`src/rtl/instruction_fetch_if.sv`:
```
// Fetch-side bus: next-PC control in from the core, instruction and PC+1 back out.
interface instruction_fetch_if;
    logic        mux_ctrl;
    logic [3:0]  jp_address;
    logic [31:0] instruction;
    logic [3:0]  PC_4;

    // master drives next-PC control and consumes the fetched word
    modport master (
        output mux_ctrl,
        output jp_address,
        input  instruction,
        input  PC_4
    );

    modport slave (
        input  mux_ctrl,
        input  jp_address,
        output instruction,
        output PC_4
    );
endinterface

```
`src/rtl/instruction_fetch.sv`:
```
// Program counter with a 16-word fixed instruction ROM; combinational fetch and PC+1,
// next PC chosen between sequential successor and jump target.
module instruction_fetch (
    input  logic                 clk,
    input  logic                 reset,
    instruction_fetch_if.slave   bus
);
    localparam int unsigned ADDR_W    = 4;
    localparam int unsigned DATA_W    = 32;
    localparam int unsigned ROM_DEPTH = 16;
    localparam logic [DATA_W-1:0] ROM_BASE = 32'h2008_0000;

    typedef logic [DATA_W-1:0] rom_t [ROM_DEPTH];

    // Every word is populated so a fetch can never return X.
    function automatic rom_t init_rom();
        rom_t r;
        for (int i = 0; i < int'(ROM_DEPTH); i++) begin
            r[i] = ROM_BASE + DATA_W'(i);
        end
        return r;
    endfunction

    localparam rom_t ROM = init_rom();

    logic [ADDR_W-1:0] pc;
    logic [ADDR_W-1:0] pc_plus1;
    logic [ADDR_W-1:0] next_pc;

    always_comb begin
        pc_plus1 = ADDR_W'(pc + ADDR_W'(1));
        next_pc  = bus.mux_ctrl ? bus.jp_address : pc_plus1;
    end

    // Reset wins over any jump presented on the same edge.
    always_ff @(posedge clk) begin
        if (reset) begin
            pc <= '0;
        end else begin
            pc <= next_pc;
        end
    end

    assign bus.instruction = ROM[pc];
    assign bus.PC_4        = pc_plus1;
endmodule

```
`src/flat_wrapper.sv`:
```
// flat-port wrapper written by rule: the top's interface ports become plain ports
module instruction_fetch_flat 
  (clk, reset, bus_mux_ctrl, bus_jp_address, bus_instruction, bus_PC_4);
  instruction_fetch_if bus_i ();
  input  logic clk;
  input  logic reset;
  input wire logic [$bits(bus_i.mux_ctrl)-1:0] bus_mux_ctrl;
  input wire logic [$bits(bus_i.jp_address)-1:0] bus_jp_address;
  output wire logic [$bits(bus_i.instruction)-1:0] bus_instruction;
  output wire logic [$bits(bus_i.PC_4)-1:0] bus_PC_4;
  assign bus_i.mux_ctrl = bus_mux_ctrl;
  assign bus_i.jp_address = bus_jp_address;
  assign bus_instruction = bus_i.instruction;
  assign bus_PC_4 = bus_i.PC_4;
  instruction_fetch u_core (.clk(clk), .reset(reset), .bus(bus_i));
endmodule
```
`config.mk`:
```
export PLATFORM = sky130hd
export DESIGN_NAME = instruction_fetch_flat
export DESIGN_NICKNAME = d
export VERILOG_FILES = /design/src/rtl/instruction_fetch_if.sv /design/src/rtl/instruction_fetch.sv /design/src/flat_wrapper.sv
export SDC_FILE = /design/constraint.sdc
export NUM_CORES = 1
export LEC_CHECK = 0
export BUFFER_PORTS_ARGS = -buffer_cell sky130_fd_sc_hd__buf_4
export CAP_MARGIN = 40
export CORE_AREA = 2 2 39 41
export DETAILED_ROUTE_END_ITERATION = 10
export DIE_AREA = 0 0 41 43
export PLACE_DENSITY = 0.72
export SLEW_MARGIN = 10
export SYNTH_ARGS = -nofsm -noshare
export SYNTH_HDL_FRONTEND = slang
export SYNTH_SLANG_ARGS = --single-unit
```
`constraint.sdc`:
```
create_clock -name clk -period 2.5 [get_ports clk]
set_input_delay 0 -clock clk [delete_from_list [all_inputs] [get_ports clk]]
set_output_delay 0 -clock clk [all_outputs]
set_load 0.02 [all_outputs]
```
==> tab_implementation.tex, run 1 <==
\begin{tabular}{lr}
\hline
Metric & Value \\
\hline
\multicolumn{2}{l}{\textbf{Timing}} \\
\quad Setup Viol. Count Final & 0 \\
\quad TNS Setup & 0 ns \\
\quad Final worst-path cycle share & 47.2\% \\
\quad Final-report hold violation count & 0 \\
\quad Worst-case hold slack & between 0.02 and 0.025 ns \\
\quad Layout Skew & slightly above 0.005 ns \\
\quad Final min period & around 1.2 ns \\
\quad Max Clk Rate & 847 MHz \\
\quad Unrepaired setup endpoints after global routing & no \\
\quad Max-slew violation count & 0 \\
\multicolumn{2}{l}{\textbf{Setup path}} \\
\quad Origin of the critical flop-to-flop path & u\_core.pc[0] \\
\quad Worst flop-to-flop path endpoint & u\_core.pc[2] \\
\quad Cell with the biggest individual delay on the critical path & dfxtp\_1 \\
\quad Largest incremental delay on the critical path & 0.40 ns \\
\quad Required time at the endpoint of the critical path & approximately 2.5 ns \\
\quad Crit path DAT & between 1 and 1.5 ns \\
\quad Critical path launch point type & flop \\
\quad Setup slack on the worst flop-to-flop path & $\sim$1.5 ns \\
\quad Endpoint type of the worst setup path & output pin \\
\quad Depth of the most critical reg-to-reg path & 3 \\
\quad Biggest fanout along the worst timing path & 6 \\
\quad Crit Path Class & reg2out \\
\quad Ordered cell list for the critical path & ha\_1 > xor2\_1 > buf\_4 \\
\multicolumn{2}{l}{\textbf{Global route}} \\
\quad Global-route congestion overflow total & 0 \\
\quad Via count of the first global-routing pass & about 200 \\
\quad Pin count of the biggest net entering global routing & 9 \\
\quad Initial antenna violation count & 0 \\
\quad Total routing usage reported by global routing & 8.22\% \\
\quad First-pass GRT wire length & between 800 and 900 µm \\
\multicolumn{2}{l}{\textbf{Synthesis}} \\
\quad Avg Cell Area, Syn & slightly above 8 µm² \\
\quad Primary FF master, synth & dfxtp\_1 \\
\quad Synth cell count leaders & buf\_4, dfxtp\_1 \\
\quad Yosys top cell by area & buf\_4 \\
\quad Count of warnings emitted by yosys & 0 \\
\quad Fraction of synthesized cell area taken by the top area cell type & between 40\% and 50\% \\
\quad Share of the yosys chip area belonging to registers & between 10\% and 20\% \\
\quad Number of synthesized flops with an enable pin & 0 \\
\quad Cells after synthesis & 51 \\
\quad Post-synth cell types & 17 \\
\quad Share of async-settable or async-resettable flops after synthesis & 0\% \\
\quad Biggest area contributors in the synthesized netlist & buf\_4, dfxtp\_1, xor2\_1 \\
\quad Most instantiated library cell after synthesis & buf\_4 \\
\quad Cell Area, Synth & approximately 420 µm² \\
\quad Flip-flop and latch count after synthesis & 4 \\
\multicolumn{2}{l}{\textbf{Route}} \\
\quad Detailed router's first-iteration violation count & 1 \\
\quad Via/cell ratio & 3.49 \\
\quad Drt wl/cell & $\sim$7.4 µm \\
\quad DRC errors left & 0 \\
\quad WL met1 & between 200 and 250 µm \\
\quad Uppermost signal routing layer after detailed routing & met3 \\
\quad Wirelength, routed & 620 µm \\
\quad First-pass iteration count of the detailed router & 2 \\
\quad DRT antenna net count & 0 \\
\quad Met2 WL post-DR & approximately 290 µm \\
\quad Via count of the routed design & 293 \\
\quad Detailed route wirelength on metal3 & roughly 110 µm \\
\multicolumn{2}{l}{\textbf{Die}} \\
\quad Floorplan core area & 1380 µm² \\
\quad Die Ht & 43 µm \\
\quad Total die area & approximately 1800 µm² \\
\quad Die extent in x & between 40 and 50 µm \\
\quad \# rows & 14 \\
\quad Number of ports placed on the die boundary & 43 \\
\quad Initial Utilization & roughly 31\% \\
\multicolumn{2}{l}{\textbf{Place}} \\
\quad Gp weighted congestion & $\sim$0.71 \\
\quad \# port buffers & 14 \\
\quad DP HPWL & $\sim$520 µm \\
\quad Count of placed standard cells including taps & 79 \\
\multicolumn{2}{l}{\textbf{Min path}} \\
\quad Hold depth & 3 \\
\quad Start point of the worst min-delay path & bus\_jp\_address[0] \\
\quad Destination of the worst hold path & u\_core.pc[0] \\
\quad Worst hold-check path type & in2reg \\
\multicolumn{2}{l}{\textbf{Power and ir drop}} \\
\quad Internal Pwr Total & 0.155 mW \\
\quad Net switching share of the total power & roughly two fifths \\
\quad Max VDD drop & roughly 180 µV \\
\quad Logic pwr share & 38.6\% \\
\quad Proportion of power drawn by flip-flops and latches & 29.4\% \\
\quad Proportion of power drawn by the clock network & about a third \\
\quad Static leakage power & a little under 0.3 nW \\
\quad Cell area power density & 532 nW/µm² \\
\quad NetSw & between 0.1 and 0.15 mW \\
\multicolumn{2}{l}{\textbf{Flow run}} \\
\quad Reported max-cap violation count & 0 \\
\multicolumn{2}{l}{\textbf{Clock tree}} \\
\quad Clock transition at the register clock pins on the worst setup and hold paths after CTS & 0.03 ns \\
\quad Count of instances resized after the clock tree is built & 0 \\
\quad CTS Buf Count & 3 \\
\quad Clock root buffer master & clkbuf\_4 \\
\quad Number of levels the H-tree was split into & 1 \\
\quad Number of clock sinks & 4 \\
\quad Postcts setup bufs & 0 \\
\quad Maximum number of buffers from clock root to sink & 2 \\
\quad CTS tree & built \\
\quad Clock latency on the worst-skew pair & 0.24 ns \\
\multicolumn{2}{l}{\textbf{Final layout}} \\
\quad Net total in the final layout & 78 \\
\quad Layout cell share with drive strength beyond 1 & between 20\% and 30\% \\
\quad Layout Utilization & roughly a third \\
\quad Antenna diodes & 0 \\
\quad Largest regs & u\_core.pc (4) \\
\quad Register name with the most flops & u\_core.pc \\
\quad Max FFs per register & 4 \\
\quad Area growth from synthesis to layout & 13.0\% \\
\quad Non-filler cells in the finished layout & 84 \\
\multicolumn{2}{l}{\textbf{Run status}} \\
\quad Status & finished clean \\
\hline
\end{tabular}
-- power groups by stage --
stage	Sequential (mW)	Combinational [mW]	Clock, mW
final	0.0751	0.0984	0.0816
after global routing	0.0761	0.107	0.0919
after CTS	0.0752	0.0987	0.0888
after floorplan	0.0813	0.0947	0
after detailed placement	0.0763	0.0962	0
after global placement	0.0757	0.0958	0
-- layout make-up --
type,instances,area [µm²]
Multi-Input combinational cell,43,224
Tap cell,16,20.0
Inverter,2,7.51
Fill cell,164,905
Clock buffer,3,22.5
Sequential cell,4,80.1
Timing Repair Buffer,16,125
-- routing by layer --
metal  track usage, %  vias up
li1                 -      140
met1             8.01      124
met5                0        -
met3             7.85        0
met4             8.00        0
met2             9.38       29
-- repair_timing --
action                                  in CTS  in global routing
endpoints found under the setup margin       0                  0
hold endpoints to repair                     3                  0
hold buffers                                 2                  0
-- cells by family after synthesis --
kind of cell,Yosys count,synth area share (%)
AND/OR/NAND/NOR,7,9.44
adder cells (fa/ha/maj),1,2.95
buffers and inverters,30,51.3
multiplexers,1,2.36
other,2,1.77
AO/OA/AOI/OAI,4,9.14
flip-flops,4,18.9
XOR/XNOR,2,4.13
-- worst max-delay path, delay by kind of cell (launching register included) --
| kind | cells | cell delay, ns |
|---|---|---|
| xor gates and xnor gates | 1 | 0.19 |
| adders and majority gates | 1 | 0.19 |
| buffers and inverters | 1 | 0.18 |
| DFF | 1 | 0.40 |
-- placed cells by master, fill, tap and decap left out, types with 2 or more instances in the layout --
| cell type | netlist | final |
|---|---|---|
| conb_1 | 2 | 28 |
| clkbuf_4 | 0 | 3 |
| nor2b_1 | 2 | 2 |
| buf_4 | 28 | 14 |
| inv_1 | 2 | 2 |
| dfxtp_1 | 4 | 4 |
| xor2_1 | 2 | 2 |
| dlygate4sd3_1 | 0 | 2 |
-- how the worst max path moves through the flow --
stage | start | to | slack (ns) | cells after the start
2_1_floorplan | u_core.pc[0] | u_core.pc[2] | 1.18 | 3
3_3_place_gp | u_core.pc[0] | u_core.pc[2] | 1.49 | 3
3_5_place_dp | u_core.pc[0] | u_core.pc[2] | 1.46 | 3
4_1_cts | u_core.pc[0] | bus_PC_4[2] | 1.29 | 3
5_1_grt | u_core.pc[0] | bus_PC_4[2] | 1.23 | 3
6_report | u_core.pc[0] | bus_PC_4[2] | 1.32 | 3
-- per-stage QoR --
| step | power [mW] | setup slack (ns) | instance area [µm²] |
|---|---|---|---|
| after detailed placement | 0.172 | 1.46 | 437 |
| after CTS | 0.263 | 1.29 | 479 |
| final | 0.255 | 1.32 | 479 |
| after floorplan | 0.176 | 1.18 | 522 |
| after global placement | 0.172 | 1.49 | 437 |
| after global routing | 0.275 | 1.23 | 479 |
Note: power is estimated with default switching activity, not from simulation.
==> run 2, diff against run 1 <==
CORE_AREA = not set   (was 2 2 39 41)
CORE_UTILIZATION = 30   (was not set)
DIE_AREA = not set   (was 0 0 41 43)
PLACE_DENSITY = 0.71   (was 0.72)
clock period = 1.02 ns   (was 2.5 ns; I/O delays follow)
==> tab_implementation.tex, run 2 (synthesis gave the netlist of run 1 again) <==
\begin{tabular}{lr}
\hline
Metric & Value \\
\hline
\multicolumn{2}{l}{\textbf{Final layout}} \\
\quad Area growth from synthesis to layout & 36.9\% \\
\quad Layout Utilization & 44.6\% (+10 points) \\
\quad Register name with the most flops & u\_core.pc \\
\quad Leading cell types in the layout, fill and taps excluded & conb\_1, buf\_4, clkbuf\_4, dlygate4sd3\_1, dfxtp\_4 \\
\quad Max FFs per register & 4 (unchanged) \\
\quad Non-filler cells in the finished layout & 89 (+6.0\%) \\
\quad Filler instances & 140 (-15\%) \\
\quad Leading cell type in the layout, fill and taps excluded & conb\_1 \\
\quad Antenna diodes & 0 (unchanged) \\
\quad Largest regs & u\_core.pc (4) \\
\quad Net total in the final layout & 83 (+6.4\%) \\
\quad Layout cell share with drive strength beyond 1 & 40.5\% (+13 points) \\
\multicolumn{2}{l}{\textbf{Timing}} \\
\quad Unrepaired setup endpoints after global routing & yes \\
\quad Final worst-path cycle share & 105\% \\
\quad Final setup slack of the worst path & -0.0533 ns (-1.37 ns) \\
\quad Layout Skew & 0.00687 ns (+0.00168 ns) \\
\quad Final min period & about 1.1 ns \\
\quad Final-report hold violation count & 0 (unchanged) \\
\quad Worst-case hold slack & 0.0374 ns (+0.0138 ns) \\
\quad Max-slew violation count & 0 (unchanged) \\
\quad Setup Viol. Count Final & 3 (+3) \\
\quad Max Clk Rate & 932 MHz \\
\multicolumn{2}{l}{\textbf{Global route}} \\
\quad Met1 Use GR & 8.84\% (+0.83 points) \\
\quad Global-route congestion overflow total & 0 (unchanged) \\
\quad Total routing usage reported by global routing & 9.88\% (+1.7 points) \\
\quad Pin count of the biggest net entering global routing & 9 (unchanged) \\
\quad Via count of the first global-routing pass & 239 (+18\%) \\
\quad GR Util met2 & 16.4\% (+7.0 points) \\
\quad GRT met3 Usage & 8.52\% (+0.67 points) \\
\quad Initial antenna violation count & 0 (unchanged) \\
\quad GR peak layer & met2 \\
\quad First-pass GRT wire length & 931 µm (+14\%) \\
\multicolumn{2}{l}{\textbf{Die}} \\
\quad Floorplan core area & 1300 µm² (-6.0\%) \\
\quad Number of ports placed on the die boundary & 43 (unchanged) \\
\quad Die Ht & 39.6 µm (-7.9\%) \\
\quad Initial Utilization & 32.6\% (+1.9 points) \\
\quad Total die area & 1570 µm² (-11\%) \\
\quad \# rows & 13 (-1) \\
\quad Die extent in x & 39.6 µm (-3.4\%) \\
\multicolumn{2}{l}{\textbf{Min path}} \\
\quad Worst hold-check path type & in2reg \\
\quad Start point of the worst min-delay path & bus\_mux\_ctrl \\
\multicolumn{2}{l}{\textbf{Clock tree}} \\
\quad CTS tree & built \\
\quad Clock root buffer master & clkbuf\_4 \\
\quad Number of clock sinks & 4 (unchanged) \\
\quad CTS Buf Count & 3 (unchanged) \\
\quad Number of levels the H-tree was split into & 1 (unchanged) \\
\quad Maximum number of buffers from clock root to sink & 2 (unchanged) \\
\quad Clock latency on the worst-skew pair & 0.24 ns (about the same) \\
\quad Clock transition at the register clock pins on the worst setup and hold paths after CTS & 0.05 ns (+0.02 ns) \\
\multicolumn{2}{l}{\textbf{Place}} \\
\quad \# port buffers & 14 (unchanged) \\
\quad Count of placed standard cells including taps & 78 (-1.3\%) \\
\quad DP HPWL & 528 µm (+1.9\%) \\
\quad Gp weighted congestion & 0.696 (-1.5\%) \\
\multicolumn{2}{l}{\textbf{Setup path}} \\
\quad Origin of the critical flop-to-flop path & u\_core.pc[1] \\
\quad Startpoint of the most critical setup path & u\_core.pc[0] \\
\quad Critical path launch point type & flop \\
\quad Required time at the endpoint of the critical path & 1.02 ns (-1.48 ns) \\
\quad Biggest fanout along the worst timing path & 4 (-2) \\
\quad Endpoint type of the worst setup path & output pin \\
\quad Crit Path Class & reg2out \\
\quad Crit path DAT & 1.07 ns (-0.11 ns) \\
\multicolumn{2}{l}{\textbf{Route}} \\
\quad Detailed router's first-iteration violation count & 1 (unchanged) \\
\quad First-pass iteration count of the detailed router & 2 (unchanged) \\
\quad DRT antenna net count & 0 (unchanged) \\
\quad Wirelength, routed & 705 µm (+14\%) \\
\quad Via count of the routed design & 317 (+8.2\%) \\
\quad Via/cell ratio & 3.56 (+2.1\%) \\
\quad Drt wl/cell & 7.92 µm (+7.3\%) \\
\quad DRC errors left & 0 (unchanged) \\
\multicolumn{2}{l}{\textbf{Run status}} \\
\quad Violated checks & setup timing \\
\quad Status & complete, but fails checks \\
\multicolumn{2}{l}{\textbf{Flow run}} \\
\quad Reported max-cap violation count & 0 (unchanged) \\
\multicolumn{2}{l}{\textbf{Power and ir drop}} \\
\quad Max VDD drop & 567 µV (+210\%) \\
\quad Cell area power density & 1190 nW/µm² (+120\%) \\
\quad Static leakage power & 0.318 nW (+9.5\%) \\
\hline
\end{tabular}
[run 2: area by class of cell]
| cell class | count | area (µm²) | area share (%) |
|---|---|---|---|
| inverter | 2 | 7.51 | 1.29 |
| multi-input combinational | 43 | 268 | 46.1 |
| tap | 15 | 18.8 | 3.23 |
| timing repair buffer | 21 | 169 | 29.1 |
| clock buffer | 4 | 26.3 | 4.53 |
| sequential | 4 | 91.3 | 15.7 |
[run 2: repair_timing]
item,4_1_cts,5_1_grt
endpoints found under the setup margin,3,3
gates resized for setup,5,0
hold endpoints to repair,3,0
setup buffers,4,0
pin swaps,3,1
hold buffers,3,0
[run 2: critical path: stages, from the launching register on]
cell and delay (ns):
dfxtp_4 0.37, and3_4 0.19, xor2_2 0.12, buf_4 0.15
[run 2: layer usage]
| layer | share of wire (%) | wire length, µm | vias to the layer above |
|---|---|---|---|
| met2 | 52 | 364 | 29 |
| met4 | 0 | 0 | 0 |
| li1 | - | - | 149 |
| met3 | 16 | 111 | 0 |
| met1 | 32 | 229 | 139 |
| met5 | 0 | 0 | - |
[run 2: path summary, 6_finish.rpt]
kind | slack (ns) | endpoint | cells past startpoint
setup / recovery | -0.05 | bus_PC_4[3] | 3
hold / removal | 0.04 | u_core.pc[0] | 3
setup reg to reg | -0.02 | u_core.pc[3] | 3
hold reg to reg | 0.64 | u_core.pc[1] | 3
[run 2: report_power, final]
group          total, mW  internal (mW)  switching (mW)
clock              0.227          0.148          0.0792
combinational      0.283          0.105           0.178
sequential         0.184          0.169          0.0149
total              0.694          0.422           0.272
[run 2: metrics by stage]
step	setup TNS [ns]	total power, mW	setup slack (ns)	cell area, µm²
after floorplan	-0.0521	0.455	-0.0521	567
after global placement	0	0.440	0.0211	480
after detailed placement	0	0.442	0.00134	480
after CTS	-0.139	0.706	-0.0632	581
after global routing	-0.218	0.738	-0.0865	581
final	-0.112	0.694	-0.0533	581
==> run 3, diff against run 2 <==
HOLD_SLACK_MARGIN = 0.1   (was not set)
==> tab_implementation.tex, run 3 (synthesis gave the netlist of run 1 again) <==
\begin{tabular}{lr}
\hline
Metric & Value \\
\hline
\multicolumn{2}{l}{\textbf{Place}} \\
\quad Gp weighted congestion & 0.696 (unchanged) \\
\quad Placed instance area & 480 µm² (unchanged) \\
\quad \# port buffers & 14 (unchanged) \\
\quad DP HPWL & 528 µm (unchanged) \\
\multicolumn{2}{l}{\textbf{Clock tree}} \\
\quad CTS Buf Count & 3 (unchanged) \\
\quad Number of clock sinks & 4 (unchanged) \\
\quad Maximum number of buffers from clock root to sink & 2 (unchanged) \\
\quad Clock root buffer master & clkbuf\_4 \\
\quad Number of levels the H-tree was split into & 1 (unchanged) \\
\quad Clock latency on the worst-skew pair & 0.24 ns (about the same) \\
\quad CTS tree & built \\
\quad Clock transition at the register clock pins on the worst setup and hold paths after CTS & 0.05 ns (about the same) \\
\multicolumn{2}{l}{\textbf{Global route}} \\
\quad Pin count of the biggest net entering global routing & 6 (-3) \\
\quad Global-route congestion overflow total & 0 (unchanged) \\
\quad First-pass GRT wire length & 945 µm (+1.5\%) \\
\quad Initial antenna violation count & 0 (unchanged) \\
\quad Via count of the first global-routing pass & 242 (+1.3\%) \\
\quad Total routing usage reported by global routing & 10.0\% (+0.12 points) \\
\multicolumn{2}{l}{\textbf{Timing}} \\
\quad Max-slew violation count & 0 (unchanged) \\
\quad Max Clk Rate & 933 MHz (about the same) \\
\quad Setup Viol. Count Final & 3 (unchanged) \\
\quad Unrepaired setup endpoints after global routing & yes \\
\quad Final min period & 1.07 ns (-0.000970 ns) \\
\quad Final setup slack of the worst path & -0.0524 ns (+0.000970 ns) \\
\quad Layout Skew & 0.00683 ns (-0.0000383 ns) \\
\quad Final-report hold violation count & 0 (unchanged) \\
\quad Final worst-path cycle share & 105\% (about the same) \\
\multicolumn{2}{l}{\textbf{Power and ir drop}} \\
\quad Static leakage power & 0.335 nW (+5.4\%) \\
\quad Cell area power density & 1160 nW/µm² (-2.8\%) \\
\quad PnR Total Power & 0.700 mW (+0.98\%) \\
\quad Max VDD drop & 570 µV (+0.61\%) \\
\multicolumn{2}{l}{\textbf{Route}} \\
\quad Drt wl/cell & 7.88 µm (-0.53\%) \\
\quad Via/cell ratio & 3.65 (+2.4\%) \\
\quad Detailed router's first-iteration violation count & 0 (-1) \\
\quad DRC errors left & 0 (unchanged) \\
\quad First-pass iteration count of the detailed router & 1 (-1) \\
\quad DRT antenna net count & 0 (unchanged) \\
\quad Wirelength, routed & 717 µm (+1.7\%) \\
\quad Via count of the routed design & 332 (+4.7\%) \\
\multicolumn{2}{l}{\textbf{Setup path}} \\
\quad Endpoint type of the worst setup path & output pin \\
\quad Critical path launch point type & flop \\
\quad Ordered cell list for the critical path & and3\_4 > xor2\_2 > buf\_4 \\
\quad Biggest fanout along the worst timing path & 4 (unchanged) \\
\quad Crit Path Class & reg2out \\
\quad Largest incremental delay on the critical path & 0.37 ns (about the same) \\
\quad Required time at the endpoint of the critical path & 1.02 ns (about the same) \\
\quad Cell with the biggest individual delay on the critical path & dfxtp\_4 \\
\quad Crit path DAT & 1.07 ns (about the same) \\
\multicolumn{2}{l}{\textbf{Final layout}} \\
\quad Antenna diodes & 0 (unchanged) \\
\quad Max FFs per register & 4 (unchanged) \\
\quad Area of all placed cells without fillers & 603 µm² (+3.9\%) \\
\quad Leading cell types in the layout, fill and taps excluded & conb\_1, buf\_4, dlygate4sd3\_1, clkbuf\_4, dfxtp\_4 \\
\quad Layout cell share with drive strength beyond 1 & 39.5\% (-1.1 points) \\
\quad Area growth from synthesis to layout & 42.2\% \\
\quad Leading cell type in the layout, fill and taps excluded & conb\_1 \\
\quad Largest regs & u\_core.pc (4) \\
\quad Register name with the most flops & u\_core.pc \\
\quad Net total in the final layout & 85 (+2.4\%) \\
\multicolumn{2}{l}{\textbf{Flow run}} \\
\quad Reported max-cap violation count & 0 (unchanged) \\
\multicolumn{2}{l}{\textbf{Die}} \\
\quad Floorplan core area & 1300 µm² (unchanged) \\
\quad Die Ht & 39.6 µm (unchanged) \\
\quad Initial Utilization & 32.6\% (unchanged) \\
\quad Die extent in x & 39.6 µm (unchanged) \\
\quad Total die area & 1570 µm² (unchanged) \\
\quad \# rows & 13 (unchanged) \\
\quad Number of ports placed on the die boundary & 43 (unchanged) \\
\multicolumn{2}{l}{\textbf{Run status}} \\
\quad Status & complete, but fails checks \\
\quad Violated checks & setup timing \\
\multicolumn{2}{l}{\textbf{Min path}} \\
\quad Worst hold-check path type & in2reg \\
\hline
\end{tabular}
-- run 3: final timing paths --
check | startpoint | end | slack [ns] | cells past startpoint
hold / removal | bus_jp_address[3] | u_core.pc[3] | 0.12 | 3
setup / recovery | u_core.pc[0] | bus_PC_4[3] | -0.05 | 3
setup reg to reg | u_core.pc[1] | u_core.pc[3] | -0.02 | 3
hold reg to reg | u_core.pc[1] | u_core.pc[1] | 0.64 | 3
-- run 3: worst max-delay path: cells and delay by family, from the launching register on --
| kind | cells | cell delay [ns] |
|---|---|---|
| XOR/XNOR | 1 | 0.12 |
| flip-flops | 1 | 0.37 |
| AND/OR/NAND/NOR | 1 | 0.19 |
| buffers and inverters | 1 | 0.15 |
-- run 3: layer usage --
layer  wire (µm)  GRT usage, %  vias up
met1         238          9.18      149
met5           0             0        -
met3         107          8.52        0
met2         371          16.4       29
li1            -             -      154
met4           0          2.59        0
-- run 3: cell type report --
cell class	count	area, µm²
well taps	15	18.8
inverters	2	7.51
multi-input cells	43	268
fillers	137	698
flip-flops and latches	4	91.3
repair buffers	23	191
clock buffers	4	26.3
-- run 3: stage by stage --
stage	instances	hold WS [ns]	util, %	setup slack [ns]	TNS [ns]
finish	91	0.117	46.3	-0.0524	-0.112
global placement	78	0.191	36.9	0.0211	0
detailed placement	78	0.203	36.9	0.00134	0
CTS	91	0.112	46.2	-0.0632	-0.139
floorplan	77	0.0594	-	-0.0521	-0.0521
global route	91	0.111	46.3	-0.0865	-0.214
-- run 3: power breakdown --
part | switching, mW | internal, mW
clock network | 0.0791 | 0.148
logic | 0.179 | 0.111
registers | 0.0148 | 0.169
-- run 3: timing repair --
action,CTS,global route
pin swaps,3,1
endpoints found under the hold margin,4,0
cloned,0,0
setup endpoints to repair,3,4
gates resized for setup,5,1
hold buffers,5,0
buffers inserted,4,0
